**src/rtl/loop_mem_seq.sv**
```systemverilog
// loop_mem_seq: per-sample scan of the eight loop banks (record writes, play
// reads and mixing), loop position/length tracking, and idle-time bank erase.
//
// state     | meaning
// ----------+-------------------------------------------------------------
// IDLE      | waiting; applies reset_max/set_max, starts scans and sweeps
// SCAN_REQ  | issue the access for bank b, or skip it when it is inactive
// SCAN_WAIT | hold the request until mem_ack, accumulate read data
// SCAN_DONE | publish the saturated mix and step the loop position
// DEL_REQ   | issue a zero write to the bank being erased
// DEL_WAIT  | hold the erase write until mem_ack, then advance or finish
module loop_mem_seq #(
    parameter int ADDR_W = 23,
    parameter int DATA_W = 16,
    parameter int NBANK  = 8
) (
    input  logic                     clk100,
    input  logic                     rst_n,
    input  logic                     sample_tick,
    input  logic signed [DATA_W-1:0] rec_sample,
    input  logic [NBANK-1:0]         playing,
    input  logic [NBANK-1:0]         recording,
    input  logic                     delete,
    input  logic [2:0]               delete_bank,
    output logic                     delete_clear,
    input  logic                     set_max,
    input  logic                     reset_max,
    output logic [ADDR_W-1:0]        current_max,
    output logic [ADDR_W-1:0]        pos,
    output logic                     mem_req,
    output logic                     mem_we,
    output logic [2:0]               mem_bank,
    output logic [ADDR_W-1:0]        mem_addr,
    output logic signed [DATA_W-1:0] mem_wdata,
    input  logic                     mem_ack,
    input  logic signed [DATA_W-1:0] mem_rdata,
    output logic signed [DATA_W-1:0] mix_out,
    output logic                     mix_valid,
    output logic                     overrun
);

    localparam int ACC_W = DATA_W + 3;
    localparam logic [2:0] LAST_BANK = 3'(NBANK - 1);
    localparam logic signed [ACC_W:0] MIX_HI =
        $signed({{(ACC_W-DATA_W+2){1'b0}}, {(DATA_W-1){1'b1}}});
    localparam logic signed [ACC_W:0] MIX_LO =
        $signed({{(ACC_W-DATA_W+2){1'b1}}, {(DATA_W-1){1'b0}}});

    typedef enum logic [2:0] {
        IDLE      = 3'd0,
        SCAN_REQ  = 3'd1,
        SCAN_WAIT = 3'd2,
        SCAN_DONE = 3'd3,
        DEL_REQ   = 3'd4,
        DEL_WAIT  = 3'd5
    } state_t;

    state_t                    state;
    logic [2:0]                bank;
    logic [ACC_W-1:0]          acc;
    logic signed [DATA_W-1:0]  sample_q;
    logic                      tick_pend;
    logic                      set_pend;
    logic                      reset_pend;
    logic                      set_max_q;
    logic                      del_armed;
    logic                      del_ok;
    logic [2:0]                del_bank_q;
    logic [ADDR_W-1:0]         del_addr;
    logic [ADDR_W-1:0]         del_last;

    logic                      set_rise;
    logic signed [ACC_W:0]     mix_sum;
    logic signed [DATA_W-1:0]  mix_sat;
    logic [ADDR_W-1:0]         pos_step;
    logic                      in_scan;
    logic                      in_del;

    assign set_rise = set_max & ~set_max_q;
    assign in_scan  = (state == SCAN_REQ) || (state == SCAN_WAIT) || (state == SCAN_DONE);
    assign in_del   = (state == DEL_REQ) || (state == DEL_WAIT);
    // The 19-bit accumulator plus the live sample can exceed 19 bits, so sum one bit wider.
    assign mix_sum  = $signed({acc[ACC_W-1], acc})
                    + $signed({{(ACC_W+1-DATA_W){sample_q[DATA_W-1]}}, sample_q});

    // Clamp the mix to the signed sample range.
    always_comb begin
        mix_sat = mix_sum[DATA_W-1:0];
        if (mix_sum > MIX_HI) begin
            mix_sat = MIX_HI[DATA_W-1:0];
        end else if (mix_sum < MIX_LO) begin
            mix_sat = MIX_LO[DATA_W-1:0];
        end
    end

    // Normal end-of-scan position step: wrap at the loop length, or saturate with no loop.
    always_comb begin
        pos_step = pos + 1'b1;
        if ((current_max != '0) && (pos >= current_max)) begin
            pos_step = '0;
        end else if ((current_max == '0) && (pos == '1)) begin
            pos_step = pos;
        end
    end

    // Sequencer FSM with registered memory handshake, mix and loop bookkeeping.
    always_ff @(posedge clk100) begin
        if (!rst_n) begin
            state        <= IDLE;
            bank         <= '0;
            acc          <= '0;
            sample_q     <= '0;
            tick_pend    <= 1'b0;
            set_pend     <= 1'b0;
            reset_pend   <= 1'b0;
            set_max_q    <= 1'b0;
            del_armed    <= 1'b0;
            del_ok       <= 1'b0;
            del_bank_q   <= '0;
            del_addr     <= '0;
            del_last     <= '0;
            delete_clear <= 1'b0;
            current_max  <= '0;
            pos          <= '0;
            mem_req      <= 1'b0;
            mem_we       <= 1'b0;
            mem_bank     <= '0;
            mem_addr     <= '0;
            mem_wdata    <= '0;
            mix_out      <= '0;
            mix_valid    <= 1'b0;
            overrun      <= 1'b0;
        end else begin
            mix_valid    <= 1'b0;
            delete_clear <= 1'b0;
            set_max_q    <= set_max;
            if (set_rise) begin
                set_pend <= 1'b1;
            end
            // A new sweep may only arm once delete has been seen low after the last one.
            if (!delete && !del_armed) begin
                del_ok <= 1'b1;
            end
            if (in_scan) begin
                if (sample_tick) begin
                    overrun <= 1'b1;
                end
                if (reset_max) begin
                    reset_pend <= 1'b1;
                end
            end
            if (in_del) begin
                if (sample_tick) begin
                    tick_pend <= 1'b1;
                    sample_q  <= rec_sample;
                end
                if (reset_max) begin
                    reset_pend <= 1'b1;
                end
            end

            case (state)
                IDLE: begin
                    if (reset_max || reset_pend) begin
                        current_max <= '0;
                        pos         <= '0;
                        reset_pend  <= 1'b0;
                        set_pend    <= 1'b0;
                    end else if (set_pend) begin
                        current_max <= pos;
                        pos         <= '0;
                        set_pend    <= set_rise;
                    end
                    if (tick_pend || sample_tick) begin
                        if (!tick_pend) begin
                            sample_q <= rec_sample;
                        end
                        tick_pend <= 1'b0;
                        bank      <= '0;
                        acc       <= '0;
                        state     <= SCAN_REQ;
                    end else if (del_armed) begin
                        state <= DEL_REQ;
                    end else if (delete && del_ok) begin
                        del_armed  <= 1'b1;
                        del_ok     <= 1'b0;
                        del_bank_q <= delete_bank;
                        del_addr   <= '0;
                        del_last   <= (current_max != '0) ? current_max : '1;
                        state      <= DEL_REQ;
                    end
                end
                SCAN_REQ: begin
                    if (recording[bank]) begin
                        mem_req   <= 1'b1;
                        mem_we    <= 1'b1;
                        mem_bank  <= bank;
                        mem_addr  <= pos;
                        mem_wdata <= sample_q;
                        state     <= SCAN_WAIT;
                    end else if (playing[bank]) begin
                        mem_req   <= 1'b1;
                        mem_we    <= 1'b0;
                        mem_bank  <= bank;
                        mem_addr  <= pos;
                        mem_wdata <= '0;
                        state     <= SCAN_WAIT;
                    end else if (bank == LAST_BANK) begin
                        state <= SCAN_DONE;
                    end else begin
                        bank <= bank + 3'd1;
                    end
                end
                SCAN_WAIT: begin
                    if (mem_ack) begin
                        mem_req <= 1'b0;
                        mem_we  <= 1'b0;
                        if (!mem_we) begin
                            acc <= acc + {{(ACC_W-DATA_W){mem_rdata[DATA_W-1]}}, mem_rdata};
                        end
                        if (bank == LAST_BANK) begin
                            state <= SCAN_DONE;
                        end else begin
                            bank  <= bank + 3'd1;
                            state <= SCAN_REQ;
                        end
                    end
                end
                SCAN_DONE: begin
                    mix_out   <= mix_sat;
                    mix_valid <= 1'b1;
                    if (reset_pend || reset_max) begin
                        pos         <= '0;
                        current_max <= '0;
                        reset_pend  <= 1'b0;
                        set_pend    <= 1'b0;
                    end else if (set_pend || set_rise) begin
                        current_max <= pos;
                        pos         <= '0;
                        set_pend    <= 1'b0;
                    end else begin
                        pos <= pos_step;
                    end
                    state <= IDLE;
                end
                DEL_REQ: begin
                    mem_req   <= 1'b1;
                    mem_we    <= 1'b1;
                    mem_bank  <= del_bank_q;
                    mem_addr  <= del_addr;
                    mem_wdata <= '0;
                    state     <= DEL_WAIT;
                end
                DEL_WAIT: begin
                    if (mem_ack) begin
                        mem_req <= 1'b0;
                        mem_we  <= 1'b0;
                        if (del_addr == del_last) begin
                            delete_clear <= 1'b1;
                            del_armed    <= 1'b0;
                            state        <= IDLE;
                        end else begin
                            del_addr <= del_addr + 1'b1;
                            state    <= (tick_pend || sample_tick) ? IDLE : DEL_REQ;
                        end
                    end
                end
                default: state <= IDLE;
            endcase
        end
    end

endmodule

```
**config.mk**
```make
export PLATFORM = sky130hd
export DESIGN_NAME = loop_mem_seq
export DESIGN_NICKNAME = d
export VERILOG_FILES = /design/src/rtl/loop_mem_seq.sv
export SDC_FILE = /design/constraint.sdc
export NUM_CORES = 1
export LEC_CHECK = 0
export ABC_AREA = 1
export BUFFER_PORTS_ARGS = -buffer_cell sky130_fd_sc_hd__buf_2
export CAP_MARGIN = 20
export CORE_MARGIN = 5
export CORE_UTILIZATION = 24
export CTS_BUF_LIST = sky130_fd_sc_hd__clkbuf_2
export CTS_CLUSTER_DIAMETER = 30
export DETAILED_ROUTE_END_ITERATION = 7
export SYNTH_ARGS = -nofsm -noshare
export SYNTH_HDL_FRONTEND = slang
export SYNTH_SLANG_ARGS = --single-unit
```
**constraint.sdc**
```tcl
create_clock -name clk100 -period 2.7 [get_ports clk100]
set_input_delay 0.54 -clock clk100 [delete_from_list [all_inputs] [get_ports clk100]]
set_output_delay 0.54 -clock clk100 [all_outputs]
set_load 0.05 [all_outputs]
```
Word-level counts from Yosys, hierarchy flattened --
Index checks and enable logic that the tools add are counted.
Operators by class: add/sub/neg operators 5, $lt $le $gt $ge 4, eq/ne operators 26, multiplexer cells 97, bitwise gates (word level) 4, reductions and logical operators 35
Operators with widths (number):
- $mux 23 | 18
- $pmux 23 s2 | 4
- $mux 16 | 9
- $mux 19 | 3
- $mux 3 | 17
- $add 23x1->23 const B | 2
- $pmux 19 s2 | 1
- $mux 1 | 34
- $pmux 16 s2 | 1
- $eq 23x23->1 | 1
- $eq 23x23->1 const B | 1
- $ge 23x23->1 | 1
- $logic_not 23->1 | 1
- $reduce_bool 23->1 | 1
- $add 19x16->20 | 1
- $gt 20x16->1 const B | 1
- $lt 20x16->1 const B | 1
- $ne 2x2->1 const B | 10
- $add 19x19->19 | 1
- $reduce_and 4->1 | 4
- $pmux 3 s5 | 1
- $reduce_and 3->1 | 4
- $eq 3x3->1 const B | 3
- $pmux 3 s3 | 1
- other kinds (27) | 50
Storage, ports and cells: register bits after elaboration 205, input port bits 58, output and inout bits 109, word-level logic and storage cells 195

Depth between registers and ports, before layout --
depth after elaboration 8, depth in mapped cells 18, mapped depth without buffers 17

Worst setup path after synthesis --
Ideal clock, no wire load.
kind reg2reg, start register pos[1], end register pos[3], arrival time 2494 ps, required time 2630 ps, setup slack 136 ps, cell stages (with the launch flop) 14, path buffers 1, clock period less this slack 2564 ps, path through dfxtp_1 ha_1 nand3_2 nor3_4 nand2_2 nor2_4 nand2_1 nor2_2 nor3b_2 nand2_1 nand3_2 buf_6 nand2_1 a21oi_1
Between the ends: word-level cells in the longest chain between the ends 6, elaborated cells on any way between the ends 12, classes of those cells add/sub (1); order compare (1); eq/ne (2); mux (5); reduce/logical (3)
RTL lines:
- start, declared | RTL line 29 | output logic [ADDR_W-1:0] pos,
- start signal, assigned | RTL line 242 | pos <= pos_step;
- $add 23x1->23 / $ge 23x23->1 (equally long branches) | RTL line 98, 99
- $mux 23 / $logic_and 1x1->1 (equally long branches) | RTL line 101, 99
- $mux 23 | RTL line 99 | if ((current_max != '0) && (pos >= current_max)) begin
- $mux 23 | RTL line 237 | end else if (set_pend || set_rise) begin
- $mux 23 | RTL line 232 | if (reset_pend || reset_max) begin
- $pmux 23 s2 | RTL line 162 | case (state)
Several ways; a longest one is shown, not always the timed one. The select of a mux whose other input is x is not followed. A chain may end at the register's enable or synchronous reset.

Worst setup path in the final report --
start register current_max[16], end register pos[14]
Between the ends: word-level cells in the longest chain between the ends 6, elaborated cells on any way between the ends 11, classes of those cells order compare (1); eq/ne (1); mux (4); reduce/logical (5)
RTL lines:
- start, declared | RTL line 28 | output logic [ADDR_W-1:0] current_max,
- start signal, assigned | RTL line 170 | current_max <= pos;
- start signal, assigned | RTL line 238 | current_max <= pos;
- $ge 23x23->1 / $reduce_bool 23->1 (equally long branches) | RTL line 99
- $logic_and 1x1->1 | RTL line 99
- $mux 23 | RTL line 99
- $mux 23 | RTL line 237
- $mux 23 | RTL line 232
- $pmux 23 s2 | RTL line 162
Several ways; a longest one is shown, not always the timed one.

==> results.md <==
- Worst Hold Class: in2reg
- Top Usage Layer GRT: met2
- Via count: 12800
- Die ar.: ~0.054 mm^2
- Clock Tree Buf Depth: 3
- Achievable Freq: about 0.4 GHz
- Sequential Power Share: around 33%
- DR iter-0 viols: ~820
- Outcome: completed
- Slowest stage delay, CP: 410 ps
- CP Launch Type: register
- Slew margin rel.: 41.1%
- Max Slew Vio Count: 0
- Logic pwr share: a little under half
- IO Count: 167
- Post-DR wirelength/cell: 16.4 um
- GR Layer Usage met1: 20.7%
- Final period utilization: 92.3%
- Worst Hold Launch: mem_rdata[1]
- Flop-to-flop setup slack: 210 ps
- Async set-or-reset flop fraction in the synthesized netlist: 0%
- First drt pass iteration count: 6
- Worst-Margin Slew: 883 ps
- LEAKAGE: 6.54 nW
- Most used DFF post-synth: dfxtp_1
- Setup bufs post-CTS: 0
- # setup viols final: 0
- Fraction of power consumed by the clock network: 21.2%
- Distinct cell type count after synthesis: 44
- Clock slew at reported path FFs: ~80 ps
- Initial Utilization: 24.4%
- Min Tclk post-route: roughly 2500 ps
- Layout cells sized above 1: 18.0%
- Root Driver: clkbuf_2
- CP arrival: 3350 ps
- Power per cell area: ~820 mW/mm^2
- Yosys top cell area share: 34.3%
- Net switching power figure: 6.00 mW
- VDD IR-drop max: about 0.00061 V
- DIE HEIGHT: 233 um
- DRC Markers: 0
- Number of global-route vias before repair: 12500
- CP cell instances: inv_1 > ha_1 > nand2_1 > inv_1 > o21ai_0 > a21oi_1 > nor4_1 > nand3_1 > o21ai_1 > buf_12 > nand3_1 > a21oi_1
- Cell count after synthesis: 1733
- DRT Wirelength: between 40 and 50 mm
- HPWL after DPL: around 33 mm
- Post-Syn Area per Cell: 6.91 um^2
- Clk_skew: 62.3 ps
- Post-synth EDFFs: 0
- Post-synth top area cell: dfxtp_1
- Met3 Track Usage GR: under 10%
- Area contributors post-synth: dfxtp_1, nand2_1, a21oi_1, ha_1, inv_1
- Flop and latch count out of synthesis: 205
- Cell Area, Synth: 0.0120 mm^2
- Seq/Total Area, Yosys: 34.3%
- RePlAce Congestion: 0.909
- Max_cap viols: 0
- Nets: 2091
- Largest net degree at the start of global routing: 87
- Worst Setup SP: current_max[16]
- Vias per cell: 4.76
- Sw frac: 49.8%
- Yosys warnings: 0
- Num CTS Buffers: 70
- Internal cell power: just over 6 mW
- Total gr overflow: 0
- Worst skew pair latency: 970 ps
- Worst setup path class: reg2reg
- Die width: 233 um
- Initial antenna violation count: 2
- First-pass GRT wire length: 68.2 mm
- Post-Synthesis Net Count: 1857
- PortBufs: 166
- Final hold vios: 0
- Gr usage total: 15.8%
- Core box area: 0.0492 mm^2
- Worst setup EP type: register
- Reg2Reg Launch Point: current_max[16]
- CP max FO: 23
- GRT met2 Usage: 25.4%
- H-tree levels: 3
- ANT nets after route: 0
- Fin Setup TNS: 0 ps
- CTS tree: yes
- Design Power: 12.0 mW
- Area growth syn-to-layout: 22.9%
- Worst EP required: 3560 ps
- FP Rows: 81
- Crit path max-delay cell type: dfxtp_1
- Clock sink total: 205
-- kinds of logic after synthesis --
group                      count (synthesis)  share of synthesized area (%)
and+or+nand+nor                          724                           26.7
AOI/OAI and AO/OA                        406                           18.7
adders and majority gates                 66                           7.02
DFF                                      205                           34.3
xor gates and xnor gates                  65                           4.75
buffers and inverters                    267                           8.55
-- metal layers --
metal	vias to the layer above	part of all wire, %
met5	-	0
met4	0	2.8
met3	72	6.9
met2	411	45
met1	5934	46
li1	6356	-
-- cells in the mapped netlist, drive strengths merged, types with 30 or more instances --
master  number
clkbuf      82
a21oi      197
o21ai      113
nand3      120
nor2       166
inv        173
xor2        33
ha          64
nand4       38
dfxtp      205
nand2      325
nor3        30
xnor2       32
-- what timing repair did --
item,CTS,global route
setup endpoints to repair,5,16
hold buffers,25,0
resized for setup,1,10
pin swaps,0,0
endpoints found under the hold margin,29,0
-- flip-flops by register name, indices dropped and copies added, names as in the netlist, 3 cells and up, named ones only --
| signal | count |
|---|---|
| del_bank_q | 3 |
| del_last | 23 |
| mem_wdata | 16 |
| del_addr | 23 |
| current_max | 23 |
| mix_out | 16 |
| bank | 3 |
| mem_addr | 23 |
| acc | 19 |
| mem_bank | 3 |
| sample_q | 16 |
| pos | 23 |
| state | 3 |
-- power groups by stage --
stage / Sequential, mW / Clock, mW / Combinational, mW
floorplan: 4.95 / 0 / 2.93
global placement: 4.03 / 0 / 5.37
detailed placement: 4.04 / 0 / 5.44
CTS: 3.98 / 2.68 / 5.50
global route: 4.04 / 2.85 / 6.07
finish: 3.98 / 2.56 / 5.51
-- area by class of cell --
type,count,area [um^2]
diodes,3,7.51
clock buffers,90,450
clock inverters,32,163
fillers,5396,34400
inverters,175,658
multi-input cells,1261,6890
flip-flops and latches,205,4110
well taps,664,831
repair buffers,254,1600
-- through the flow --
step	hold WS, ps	cell area, um^2	setup WS (ps)	utilization (%)	std cells
finish	159	14700	207	29.9	2684
global route	81.8	14700	-20.3	29.9	2683
CTS	12.9	14700	39.9	29.8	2681
detailed placement	454	13800	-29.9	28.1	2534
global placement	452	13800	-28.6	28.1	2534
floorplan	450	12000	136	-	1733
-- path summary, 6_finish.rpt --
kind / endpoint / depth (start not counted)
setup / recovery: pos[14] / 12
hold reg to reg: mix_out[0] / 2
hold / removal: acc[1] / 4
setup reg to reg: pos[14] / 12
-- placed cells by master (no fill, tap or decap), types with 3 or more instances in the layout --
cell type,count
a31oi_1,27
or2_2,5
o21bai_1,3
a211oi_1,24
buf_12,4
clkbuf_2,90
inv_2,8
nand3b_1,20
o21ai_0,110
nor2_1,161
dlygate4sd3_1,25
nand3_2,3
clkinv_1,22
nor3_1,26
xnor2_1,32
nor4_1,15
ha_1,63
a21o_1,4
nor3_2,3
nand4_1,38
dfxtp_1,204
xor2_1,33
nor2_2,3
buf_2,166
a21boi_0,4
diode_2,3
clkinv_2,7
o211ai_1,27
inv_1,167
o21ai_1,3
buf_4,59
nand2_1,321
nand3_1,117
a21oi_1,195
-- critical path, delay by kind of cell (launching register included) --
| kind | cells | cell delay, ps |
|---|---|---|
| compound gates | 4 | 660 |
| simple gates | 4 | 650 |
| flops | 1 | 410 |
| fa+ha+maj | 1 | 340 |
| buf+inv | 3 | 340 |
Note: power is estimated with default switching activity, not from simulation.
